--- config.mk ---
export PLATFORM = sky130hd
export DESIGN_NAME = act_relu_quant
export DESIGN_NICKNAME = d
export VERILOG_FILES = /design/src/rtl/act_relu_quant.sv
export SDC_FILE = /design/constraint.sdc
export NUM_CORES = 1
export LEC_CHECK = 0
export BUFFER_PORTS_ARGS = -buffer_cell sky130_fd_sc_hd__buf_2
export CAP_MARGIN = 40
export CORE_UTILIZATION = 43
export DETAILED_ROUTE_END_ITERATION = 10
export HOLD_SLACK_MARGIN = 0.06
export PLACE_DENSITY = 0.64
export SLEW_MARGIN = 10
export SYNTH_ARGS = -nofsm -noshare
export SYNTH_HDL_FRONTEND = slang
export SYNTH_SLANG_ARGS = --single-unit
export TNS_END_PERCENT = 20
--- constraint.sdc ---
create_clock -name clk -period 4.1 [get_ports clk]
set_input_delay 0.205 -clock clk [delete_from_list [all_inputs] [get_ports clk]]
set_output_delay 0.205 -clock clk [all_outputs]
set_load 0.02 [all_outputs]
--- src/rtl/act_relu_quant.sv ---
// act_relu_quant: bias add, ReLU, round-half-up requantization and unsigned
// saturation for one feature map of systolic-array accumulator samples.
// A small IDLE/RUN/DRAIN controller frames the map; the datapath is a fixed
// four-register pipeline (capture, sum, relu/round, saturate) with no stalls,
// so a sample accepted at edge N appears on the outputs after edge N+3.
module act_relu_quant #(
  parameter int ACC_WIDTH     = 32,
  parameter int DATA_WIDTH    = 8,
  parameter int ADDRESS_WIDTH = 10
) (
  input  logic                            clk,
  input  logic                            rst,
  input  logic                            cfg_start_i,
  input  logic [ADDRESS_WIDTH-1:0]        cfg_len_m1_i,
  input  logic [4:0]                      cfg_shift_i,
  input  logic signed [ACC_WIDTH-1:0]     cfg_bias_i,
  input  logic                            acc_valid_i,
  input  logic signed [ACC_WIDTH-1:0]     acc_data_i,
  output logic                            act_valid_o,
  output logic                            act_last_o,
  output logic [DATA_WIDTH-1:0]           act_result_o,
  output logic [ADDRESS_WIDTH-1:0]        act_result_address_o,
  output logic                            busy_o
);

  typedef enum logic [1:0] {
    S_IDLE  = 2'd0,
    S_RUN   = 2'd1,
    S_DRAIN = 2'd2
  } state_t;

  state_t r_state;
  state_t w_state_nxt;

  // Latched feature-map configuration
  logic [ADDRESS_WIDTH-1:0]    r_len_m1;
  logic [4:0]                  r_shift;
  logic signed [ACC_WIDTH-1:0] r_bias;

  // Address of the next sample to be accepted
  logic [ADDRESS_WIDTH-1:0]    r_addr;

  logic w_start;
  logic w_accept;
  logic w_addr_at_end;
  logic w_pipe_busy;

  // Pipeline control (reset) and data (not reset)
  logic r_vld_p0, r_vld_p1, r_vld_p2, r_vld_p3;
  logic r_last_p0, r_last_p1, r_last_p2, r_last_p3;

  logic signed [ACC_WIDTH-1:0] r_acc_p0;
  logic [ADDRESS_WIDTH-1:0]    r_addr_p0, r_addr_p1, r_addr_p2, r_addr_p3;
  logic signed [ACC_WIDTH:0]   r_sum_p1;
  logic [ACC_WIDTH:0]          r_val_p2;
  logic [DATA_WIDTH-1:0]       r_res_p3;

  logic signed [ACC_WIDTH:0]   w_sum_p0;
  logic [ACC_WIDTH:0]          w_val_p1;
  logic [DATA_WIDTH-1:0]       w_res_p2;

  // ReLU followed by an optional round-half-up right shift. The clamped
  // value is below 2^ACC_WIDTH, so adding the half-LSB cannot overflow
  // ACC_WIDTH+1 unsigned bits.
  function automatic logic [ACC_WIDTH:0] relu_round(
    input logic signed [ACC_WIDTH:0] s,
    input logic [4:0]                sh
  );
    logic [ACC_WIDTH:0] v;
    logic [ACC_WIDTH:0] half;
    if (s[ACC_WIDTH]) begin
      v = '0;
    end else begin
      v = {1'b0, s[ACC_WIDTH-1:0]};
    end
    if (sh == 5'd0) begin
      relu_round = v;
    end else begin
      half       = (ACC_WIDTH+1)'(1) << (sh - 5'd1);
      relu_round = (v + half) >> sh;
    end
  endfunction

  // Clamp a non-negative value to the unsigned DATA_WIDTH range
  function automatic logic [DATA_WIDTH-1:0] saturate(
    input logic [ACC_WIDTH:0] v
  );
    if (|v[ACC_WIDTH:DATA_WIDTH]) begin
      saturate = '1;
    end else begin
      saturate = v[DATA_WIDTH-1:0];
    end
  endfunction

  assign w_start       = (r_state == S_IDLE) && cfg_start_i;
  assign w_accept      = (r_state == S_RUN) && acc_valid_i;
  assign w_addr_at_end = (r_addr == r_len_m1);
  // The output stage is excluded so IDLE is reached on the edge that retires
  // the final result, dropping busy the cycle after that result is shown.
  assign w_pipe_busy   = r_vld_p0 | r_vld_p1 | r_vld_p2;

  // State register
  always_ff @(posedge clk or posedge rst) begin
    if (rst) begin
      r_state <= S_IDLE;
    end else begin
      r_state <= w_state_nxt;
    end
  end

  // Next-state logic: start opens a map, the final sample closes it, drain
  // waits for the in-flight samples to retire
  always_comb begin
    w_state_nxt = r_state;
    case (r_state)
      S_IDLE: begin
        if (cfg_start_i) begin
          w_state_nxt = S_RUN;
        end
      end
      S_RUN: begin
        if (w_accept && w_addr_at_end) begin
          w_state_nxt = S_DRAIN;
        end
      end
      S_DRAIN: begin
        if (!w_pipe_busy) begin
          w_state_nxt = S_IDLE;
        end
      end
      default: begin
        w_state_nxt = S_IDLE;
      end
    endcase
  end

  // Configuration latch and input address counter; the counter holds at the
  // final address rather than wrapping
  always_ff @(posedge clk or posedge rst) begin
    if (rst) begin
      r_len_m1 <= '0;
      r_shift  <= '0;
      r_bias   <= '0;
      r_addr   <= '0;
    end else if (w_start) begin
      r_len_m1 <= cfg_len_m1_i;
      r_shift  <= cfg_shift_i;
      r_bias   <= cfg_bias_i;
      r_addr   <= '0;
    end else if (w_accept && !w_addr_at_end) begin
      r_addr   <= r_addr + ADDRESS_WIDTH'(1);
    end
  end

  // Valid/last tracking through the pipeline and the reset-visible outputs
  always_ff @(posedge clk or posedge rst) begin
    if (rst) begin
      r_vld_p0  <= 1'b0;
      r_vld_p1  <= 1'b0;
      r_vld_p2  <= 1'b0;
      r_vld_p3  <= 1'b0;
      r_last_p3 <= 1'b0;
      r_addr_p3 <= '0;
      r_res_p3  <= '0;
    end else begin
      r_vld_p0  <= w_accept;
      r_vld_p1  <= r_vld_p0;
      r_vld_p2  <= r_vld_p1;
      r_vld_p3  <= r_vld_p2;
      r_last_p3 <= r_vld_p2 & r_last_p2;
      r_addr_p3 <= r_addr_p2;
      r_res_p3  <= w_res_p2;
    end
  end

  // ---- stage p0 -> p1: bias add in ACC_WIDTH+1 bits (cannot overflow)
  assign w_sum_p0 = {r_acc_p0[ACC_WIDTH-1], r_acc_p0} + {r_bias[ACC_WIDTH-1], r_bias};

  // ---- stage p1 -> p2: ReLU and round-half-up shift
  assign w_val_p1 = relu_round(r_sum_p1, r_shift);

  // ---- stage p2 -> p3: saturate to unsigned DATA_WIDTH
  assign w_res_p2 = saturate(r_val_p2);

  // Datapath registers; qualified only by the valid bits that travel beside them
  always_ff @(posedge clk) begin
    if (w_accept) begin
      r_acc_p0  <= acc_data_i;
      r_addr_p0 <= r_addr;
      r_last_p0 <= w_addr_at_end;
    end
    r_sum_p1  <= w_sum_p0;
    r_addr_p1 <= r_addr_p0;
    r_last_p1 <= r_last_p0;
    r_val_p2  <= w_val_p1;
    r_addr_p2 <= r_addr_p1;
    r_last_p2 <= r_last_p1;
  end

  assign act_valid_o          = r_vld_p3;
  assign act_last_o           = r_last_p3;
  assign act_result_o         = r_res_p3;
  assign act_result_address_o = r_addr_p3;
  assign busy_o               = (r_state != S_IDLE);

endmodule
# Yosys cells after proc, flatten, opt, wreduce, memory -nomap -nowiden
# Cells that the tools add are included.
dict set report op_classes {
  n_reduce_logical 11
  add_sub_neg 4
  shifts 2
  n_eq_ne 6
  bitwise_logic 3
  n_mux 9
}
# cell count
set ops {}
lappend ops {{32-bit by 32-bit adder with 33-bit output} 1}
lappend ops {{33-bit adder} 1}
lappend ops {{33-bit 2-to-1 mux} 1}
lappend ops {{1-bit by 5-bit << shifter with 33-bit output, first input constant} 1}
lappend ops {{33-bit by 5-bit right shift with 33-bit output} 1}
lappend ops {{32-bit 2-to-1 mux} 1}
lappend ops {{25-bit OR reduction} 1}
lappend ops {{10-bit 2-to-1 mux} 2}
lappend ops {{10-bit by 1-bit adder with 10-bit output, second input constant} 1}
lappend ops {{10-bit equality test} 1}
lappend ops {{8-bit 2-to-1 mux} 1}
lappend ops {{2-bit 2-to-1 mux} 3}
lappend ops {{2-bit one-hot mux with 3 select lines} 1}
lappend ops {{5-bit logical NOT} 1}
lappend ops {{5-bit by 1-bit subtractor with 5-bit output, second input constant} 1}
lappend ops {{1-bit logical AND} 4}
lappend ops {{2-bit != test, second input constant} 2}
lappend ops {{2-bit nonzero test} 2}
lappend ops {{3-bit AND reduction} 1}
lappend ops {{2-bit by 1-bit equality test with 1-bit output, second input constant} 1}
lappend ops {{2-bit equality test, second input constant} 1}
lappend ops {{2-bit logical NOT} 1}
lappend ops {{2-bit by 1-bit != test with 1-bit output, second input constant} 1}
lappend ops {{1-bit OR} 2}
lappend ops {{2 further kinds} 2}
dict set report totals {
  inputBits 83
  out_inout_bits 21
  elab_cells 56
  reg_bits 213
}

# Longest topological paths before layout
# Gate-level depths: netlist of run 1.
dict set report logic_depth {
  depth_word 5
  depth_mapped 18
  mapped_depth_nobuf 14
}

# Least setup slack after synthesis of run 1
# OpenSTA, ideal clock, no wires.
dict set report synth_path {
  kind {register to register}
  from {register r_shift[1]}
  to {register r_val_p2[9]}
  period_less_slack_ns 4.419
  setup_ns 0.122
  arrival_time_ns 4.297
  t_required_ns 3.978
  path_stages_with_launch 18
  slack_ns -0.319
  cell_sequence {dfrtp_1 -> clkbuf_1 -> inv_1 -> clkbuf_1 -> nand2_1 -> clkbuf_1 -> nor2_1 -> ha_1 -> fa_1 -> a211oi_1 -> o21ai_2 -> a21o_1 -> a2111oi_4 -> or4_1 -> a31oi_2 -> o32ai_2 -> mux2i_2 -> a221o_1}
}
dict set report synth_via {
  elab_chain_len 5
  word_cells_on_any_way 6
  classes_between {add/sub (2); shift (2); mux (1); reduce/logical (1)}
}
# element line
set synth_rtl {}
lappend synth_rtl {{start: declaration} 37} ;# logic [4:0] r_shift;
lappend synth_rtl {{start signal: assignment} 147} ;# r_shift <= cfg_shift_i;
lappend synth_rtl {{5-bit by 1-bit subtractor with 5-bit output} 79} ;# half = (ACC_WIDTH+1)'(1) << (sh - 5'd1);
lappend synth_rtl {{1-bit by 5-bit << shifter with 33-bit output} 79}
lappend synth_rtl {{33-bit adder} 80} ;# relu_round = (v + half) >> sh;
lappend synth_rtl {{33-bit by 5-bit right shift with 33-bit output} 80}
lappend synth_rtl {{33-bit 2-to-1 mux *} 76} ;# if (sh == 5'd0) begin
lappend synth_rtl {{named net w_val_p1[9]} 59} ;# logic [ACC_WIDTH:0] w_val_p1;
lappend synth_rtl {{end signal: assignment} 195} ;# r_val_p2 <= w_val_p1;
lappend synth_rtl {{end: declaration} 55} ;# logic [ACC_WIDTH:0] r_val_p2;
# The timed path passes the listed nets; every way through them passes the cells marked *.
# A chain may end at the register's enable or synchronous reset.

# Final worst setup path of run 1
dict set report layout_path {
  from {register r_shift[1]}
  to {register r_val_p2[27]}
}
# The elaborated chain is that of the path after synthesis.

==> metrics.txt, run 1 <==
crit path DAT=4.48 ns; Die Y=178 um; Period minus WS final=4.04 ns; antenna violations before repair=0; Clk network pwr share=14.3%; Seq/Total Area, Yosys=38.5%; share of cells above drive strength 1=29.8%; Synth Instances=1432; total congestion overflow=0; Flop pwr share=21.0%; Pint=0.00873 W; Max VDD drop=508 uV; drt pass-1 iters=5; area of the multi-input gates=8030 sq um; Top Family by Delay on Critical Path=compound AO/OA/AOI/OAI gates; most frequent cells in the layout=buf_4, nor2_1, nand2_1, buf_2, dfxtp_1; Clock Tree Buf Depth=3; boundary pin count=104; Final Hold Viols=0; die width=178 um; FF-to-FF Start=r_shift[1]; Power Density=900 nW/um^2; Num Clock Sinks=213; first-pass GRT wire length=74700 um; pin count of the biggest net entering global routing=43; crit end category=flip-flop; Rows=63; yosys warns=0; antenna fix cells=0; core region area=30000 sq um; H-tree levels=1; fin nets=1947; Yosys cell types=93; Max Slew Vio Count=0; Sw Pwr=0.00718 W; TritonCTS clock tree=built; DRC Markers=0; Crit Path Category=flip-flop to flip-flop; largest cells by area after synthesis=dfrtp_1, dfxtp_1, edfxtp_1, ha_1, mux2_2; Post-Place Setup Slack=-0.165 ns; via count=13003; Post-Synthesis Cell Area=13300 sq um; CP startpoint=r_shift[1]; total wire length=49100 um; max_cap viols=0; post-synth top area share=15.5%; root buf cell=clkbuf_16; min-delay worst type=input port to asynchronous set/reset pin; skew final=0.0173 ns; Max FO, Critical Path=6; fin crit share=98.5%; Sw Ratio=45.1%; gpl congestion=1.01; CP max-delay cell=dfrtp_2; cts bufs inserted=24; # fillers=2542; worst endpoint required time=4.54 ns; number of global-route vias before repair=12951; measured slew at the worst slew-check pin=0.886 ns; leakage=7.68 nW; Most Frequent Cell on Critical Path=buf_4; Post-Syn Area per Cell=9.26 sq um; Routed Antenna Nets=0; endpoints failing setup=0; latest clock arrival within the worst-skew pair=0.54 ns; CTS clk-pin slew, worst paths=0.06 ns; dpl cells=2072; Worst setup SP type=flip-flop; area delta synth->final=33.3%; DRT iter0 DRCs=1198; hpwl dp=36600 um; R2R Setup Slk=0.06 ns; FMAX=0.247 GHz; Routed wire per std cell=22.3 um; Total GRT Usage=31.3%; final core utilization=59.0%; CP cell instances=inv_1 > nand2_1 > buf_4 > nor2_2 > ha_4 > and2_1 > a21o_1 > or3_4 > buf_4 > o211ai_1 > a211oi_2 > a2111oi_4 > buf_4 > o221ai_1 > mux2_2 > o2bb2ai_1; detailed-route vias per instance=5.90; Worst Path Buf+Inv=4; CP max stage delay=0.45 ns; Syn Nets=1582; most common cell after layout, fill and taps aside=buf_4; relative slew slack=40.8%; Async SR Flop Fraction=38.5%; EDFF count, synth=43; dominant synthesized flop cell=dfxtp_1; status=finished, final reports clean; largest area contributor in the netlist=dfrtp_1; FF+latch count, synth=213; Comb pwr share=64.6%; Initial Util=44.3%; Final WS setup=0.0596 ns; total die area=31500 sq um; Register Area=5110 sq um; fin cells=2205; Port Buf Inserts=103
-- tightest hold or removal path, cell delays in order --
cell and delay, ns:
dlygate4sd3_1 0.53, buf_2 0.13, clkinv_2 0.18
-- final timing paths --
path / endpoint / cells past startpoint
setup reg to reg: r_val_p2[27] / 16
min in group clk: r_addr[5] / 4
max in group asynchronous: act_result_o[6] / 5
hold reg to reg: r_addr_p2[0] / 0
setup / recovery: r_val_p2[27] / 16
hold / removal: r_addr[8] / 3
-- final cells by class --
class                   count  area share (%)
clock buffers              35            3.98
clock inverters             9           0.786
inverters                  32           0.687
multi-input cells        1114            45.5
flip-flops and latches    213            28.9
well taps                 390            2.76
repair buffers            412            17.4
-- timing repair --
action,4_1_cts,5_1_grt
setup endpoints to repair,14,30
buffers inserted,0,7
hold buffers,81,0
pin swaps,3,18
endpoints found under the hold margin,127,0
gates cloned,0,0
gates resized for setup,7,86
-- through the flow --
stage	hold WS (ns)	cell area, sq um	setup TNS (ns)	power [W]
finish	0.130	17700	0	0.0159
global route	0.163	17700	-0.0881	0.0168
CTS	0.129	17300	0	0.0154
detailed placement	0.142	15700	-0.837	0.0130
global placement	0.311	15600	-1.76	0.0130
floorplan	0.304	13300	0	0.00912
-- cells in the mapped netlist (all sizes together) (5+ instances only) --
master   number
and3         17
o221a         5
inv          29
or2          10
o221ai       11
o21ai        58
xor2         23
a31oi        11
a21o         34
nor2        133
ha           65
nor3         41
nor2b        39
mux2i        20
nand3        39
a221o         5
a22oi         6
a31o          5
o22ai        10
buf          26
o31ai         9
a211oi       34
or3          19
nor4         13
a21oi        89
a211o        11
a221oi        9
and2         13
mux2         51
mux4          6
xnor2        37
dfrtp        82
o211ai       21
dfxtp        88
o21a         33
nand4        29
nand2       119
clkbuf       47
edfxtp       43
a2111oi       8
a32oi         8
-- sequential cells by signal, summed over array words and instances, names as in the netlist, 2 cells and up --
name and cells:
r_len_m1 10, r_addr 10, act_result_address_o 10, r_addr_p1 10, act_result_o 8, r_sum_p1 33, r_addr_p0 10, r_shift 5
r_acc_p0 32, r_state 2, r_bias 32, r_addr_p2 10, r_val_p2 33
-- logic make-up (layout without fill, tap and decap cells) --
kind of cell	after synthesis	in the layout	synth area share (%)
fa+ha+maj	67	67	6.44
simple gates	490	490	18.0
other cells	1	1	0.0283
flops	213	213	38.5
compound gates	419	419	22.9
mux	77	77	6.95
xor+xnor	60	60	3.96
buf+inv	105	488	3.19
-- power groups by stage --
stage	registers [W]	logic [W]	clock network (W)
after detailed placement	0.00336	0.00963	0
final	0.00335	0.0103	0.00228
after global routing	0.00342	0.0110	0.00239
after floorplan	0.00322	0.00590	0
after CTS	0.00333	0.00976	0.00230
after global placement	0.00334	0.00963	0
-- metal layers --
layer  GRT usage, %  vias to the layer above  share of wire, %
met4           13.3                        0               4.5
met3           4.05                      113               6.6
met2           49.1                      547                44
met5              0                        -                 0
li1               -                     6117                 -
met1           43.2                     6226                45
Power figures use the tool's default switching activity.
==> inputs of run 2 (changes only) <==
- ABC_AREA: not set -> 1
==> metrics.txt, run 2 <==
Final Hold Viols=0 (unchanged); Power Density=781 nW/um^2 (-13%); most common cell in the synthesized netlist=nand2_1; Period minus WS final=3.78 ns (-0.259 ns); Yosys cell types=46 (-51%); unrepaired setup endpoints after global routing=no; Routed Antenna Nets=0 (unchanged); Worst setup SP type=flip-flop; Syn Nets=2009 (+27%); share of cells above drive strength 1=12.2% (-18 points); most common cell after layout, fill and taps aside=nand2_1; Num Clock Sinks=213 (unchanged); Max VDD drop=489 uV (-3.8%); Post-Synthesis Cell Area=13200 sq um (-0.69%); Rows=63 (unchanged); measured slew at the worst slew-check pin=0.919 ns (+0.0325 ns); gpl congestion=1.00 (-0.92%); Crit Path Category=flip-flop to flip-flop; hold slack=0.127 ns (-0.00312 ns); die width=177 um (-0.34%); Max FO, Critical Path=7 (+1); Routed wire per std cell=16.7 um (-25%); DRC Markers=0 (unchanged); hpwl dp=31500 um (-14%); min-delay worst type=input port to asynchronous set/reset pin; antenna fix cells=0 (unchanged); pin count of the biggest net entering global routing=62 (+44%); max_cap viols=0 (unchanged); Max Slew Vio Count=0 (unchanged); skew final=0.0145 ns (-0.00278 ns); status=finished, final reports clean; drt pass-1 iters=6 (+1); Total GRT Usage=26.3% (-4.9 points); most frequent cells in the layout=nand2_1, nand3_1, inv_1, nor2_1, buf_2; EDFF count, synth=43 (unchanged); DRT iter0 DRCs=1116 (-6.8%); cts bufs inserted=23 (-4.2%); number of global-route vias before repair=12031 (-7.1%); FMAX=0.264 GHz (+6.8%); yosys warns=0 (unchanged); latest clock arrival within the worst-skew pair=0.50 ns (-0.04 ns); crit end category=flip-flop; Pint=0.00644 W (-26%); H-tree levels=1 (unchanged); CTS clk-pin slew, worst paths=0.06 ns (about the same); Post-Syn Area per Cell=7.08 sq um (-24%); largest cells by area after synthesis=dfrtp_1, nand2_1, dfxtp_1, nand3_1, edfxtp_1; core region area=29900 sq um (-0.26%); endpoints failing setup=0 (unchanged); dominant synthesized flop cell=dfxtp_1; Comb pwr share=56.1% (-8.5 points); boundary pin count=104 (unchanged); Sw Pwr=0.00584 W (-19%); Port Buf Inserts=103 (unchanged); Die Y=177 um (-0.34%); crit path DAT=4.17 ns (-0.31 ns); antenna violations before repair=0 (unchanged); root buf cell=clkbuf_16; CP startpoint=r_shift[0]; Clock Tree Buf Depth=3 (unchanged); total wire length=40700 um (-17%); TritonCTS clock tree=built; biggest regs=r_sum_p1 (33), r_val_p2 (33); Initial Util=44.1% (-0.19 points); fin crit share=92.2% (-6.3 points); post-synth top area share=15.6% (+0.11 points); area delta synth->final=19.4%; worst endpoint required time=4.49 ns (-0.05 ns); Flop pwr share=27.3% (+6.3 points); Synth Instances=1859 (+30%); FF+latch count, synth=213 (unchanged); Async SR Flop Fraction=38.5% (unchanged); synth cell count leaders=nand2_1, nand3_1, inv_1; total negative setup slack=0 ns (unchanged); largest area contributor in the netlist=dfrtp_1; Seq/Total Area, Yosys=38.8% (+0.27 points); fin nets=2187 (+12%); detailed-route vias per instance=5.19 (-12%); total die area=31300 sq um (-0.68%); leakage=7.95 nW (+3.6%); # Post-CTS Setup Buffers=0 (unchanged); FF-to-FF Start=r_shift[0]; total congestion overflow=0 (unchanged); relative slew slack=38.7% (-2.1 points); Clk network pwr share=16.6% (+2.3 points); first-pass GRT wire length=64300 um (-14%); Sw Ratio=47.6% (+2.4 points); via count=12690 (-2.4%)
-- run 2: critical path: stages, from the launching register on --
cell     delay (ns)
dfrtp_1        0.40
nor2_2         0.16
inv_1          0.07
nor2_1         0.08
inv_1          0.06
nor2_1         0.13
inv_1          0.11
nor2_1         0.24
nor2_4         0.09
inv_1          0.15
nor2_1         0.10
ha_1           0.38
nand2_1        0.12
nor2_1         0.25
inv_1          0.11
nor3_2         0.17
nand2_1        0.13
nand2_1        0.12
nand2_1        0.07
nand3_1        0.10
nand3_1        0.13
nand3_1        0.12
nand3_1        0.12
nand3_1        0.15
nand2_1        0.09
-- run 2: power by group through the flow --
stage | Clock [W] | Sequential (W) | Combinational [W]
after global routing | 0.00217 | 0.00344 | 0.00759
after floorplan | 0 | 0.00328 | 0.00485
final | 0.00203 | 0.00336 | 0.00689
after detailed placement | 0 | 0.00339 | 0.00667
after global placement | 0 | 0.00339 | 0.00665
after CTS | 0.00208 | 0.00336 | 0.00676
-- run 2: stage by stage --
step / worst slack (ns) / utilization, % / area [sq um] / total power, W / instances
floorplan: 0.787 / - / 13200 / 0.00813 / 1859
global placement: 0.360 / 47.2 / 14100 / 0.0100 / 2321
detailed placement: 0.256 / 47.3 / 14100 / 0.0101 / 2322
CTS: 0.240 / 52.6 / 15700 / 0.0122 / 2443
global route: 0.00981 / 52.6 / 15700 / 0.0132 / 2443
finish: 0.318 / 52.6 / 15700 / 0.0123 / 2443
-- run 2: final cells by class --
cell class,instances,area (sq um)
Fill cell,2907,14200
Multi-Input combinational cell,1348,6920
Sequential cell,213,5100
Timing Repair Buffer,208,1520
Inverter,243,913
Clock buffer,37,741
Tap cell,390,488
Clock inverter,4,31.3
-- run 2: worst paths after layout --
check / to / slack [ns] / cells past startpoint
max reg2reg: r_val_p2[7] / 0.32 / 24
min: act_result_address_o[5] / 0.13 / 3
max in group asynchronous: r_bias[10] / 2.98 / 5
max: r_val_p2[7] / 0.32 / 24
min in group clk: r_state[0] / 0.26 / 4
min reg2reg: r_addr_p2[2] / 0.32 / 0
-- run 2: per-layer routing --
layer / vias to the layer above / global-route usage (%) / part of all wire [%]
met5: - / 0 / 0
met4: 0 / 11.5 / 4.6
met3: 89 / 3.01 / 6.2
met2: 506 / 41.3 / 44
met1: 5733 / 36.4 / 45
li1: 6362 / - / -
-- run 2: repair_timing --
item                       in CTS  in global routing
hold buffers                   80                  0
hold endpoints to repair      122                  0
setup endpoints to repair       0                 29
gates resized for setup         0                  3
-- run 2: cells by family (layout without fill, tap and decap cells) --
kind of cell	after synthesis	in the layout	synth area share [%]
AO/OA/AOI/OAI	146	146	6.12
buffers and inverters	298	492	8.76
flip-flops	213	213	38.8
multiplexers	1	1	0.0760
adder cells (fa/ha/maj)	67	67	6.48
AND/OR/NAND/NOR	1095	1095	37.2
other	1	1	0.0285
XOR/XNOR	38	38	2.53
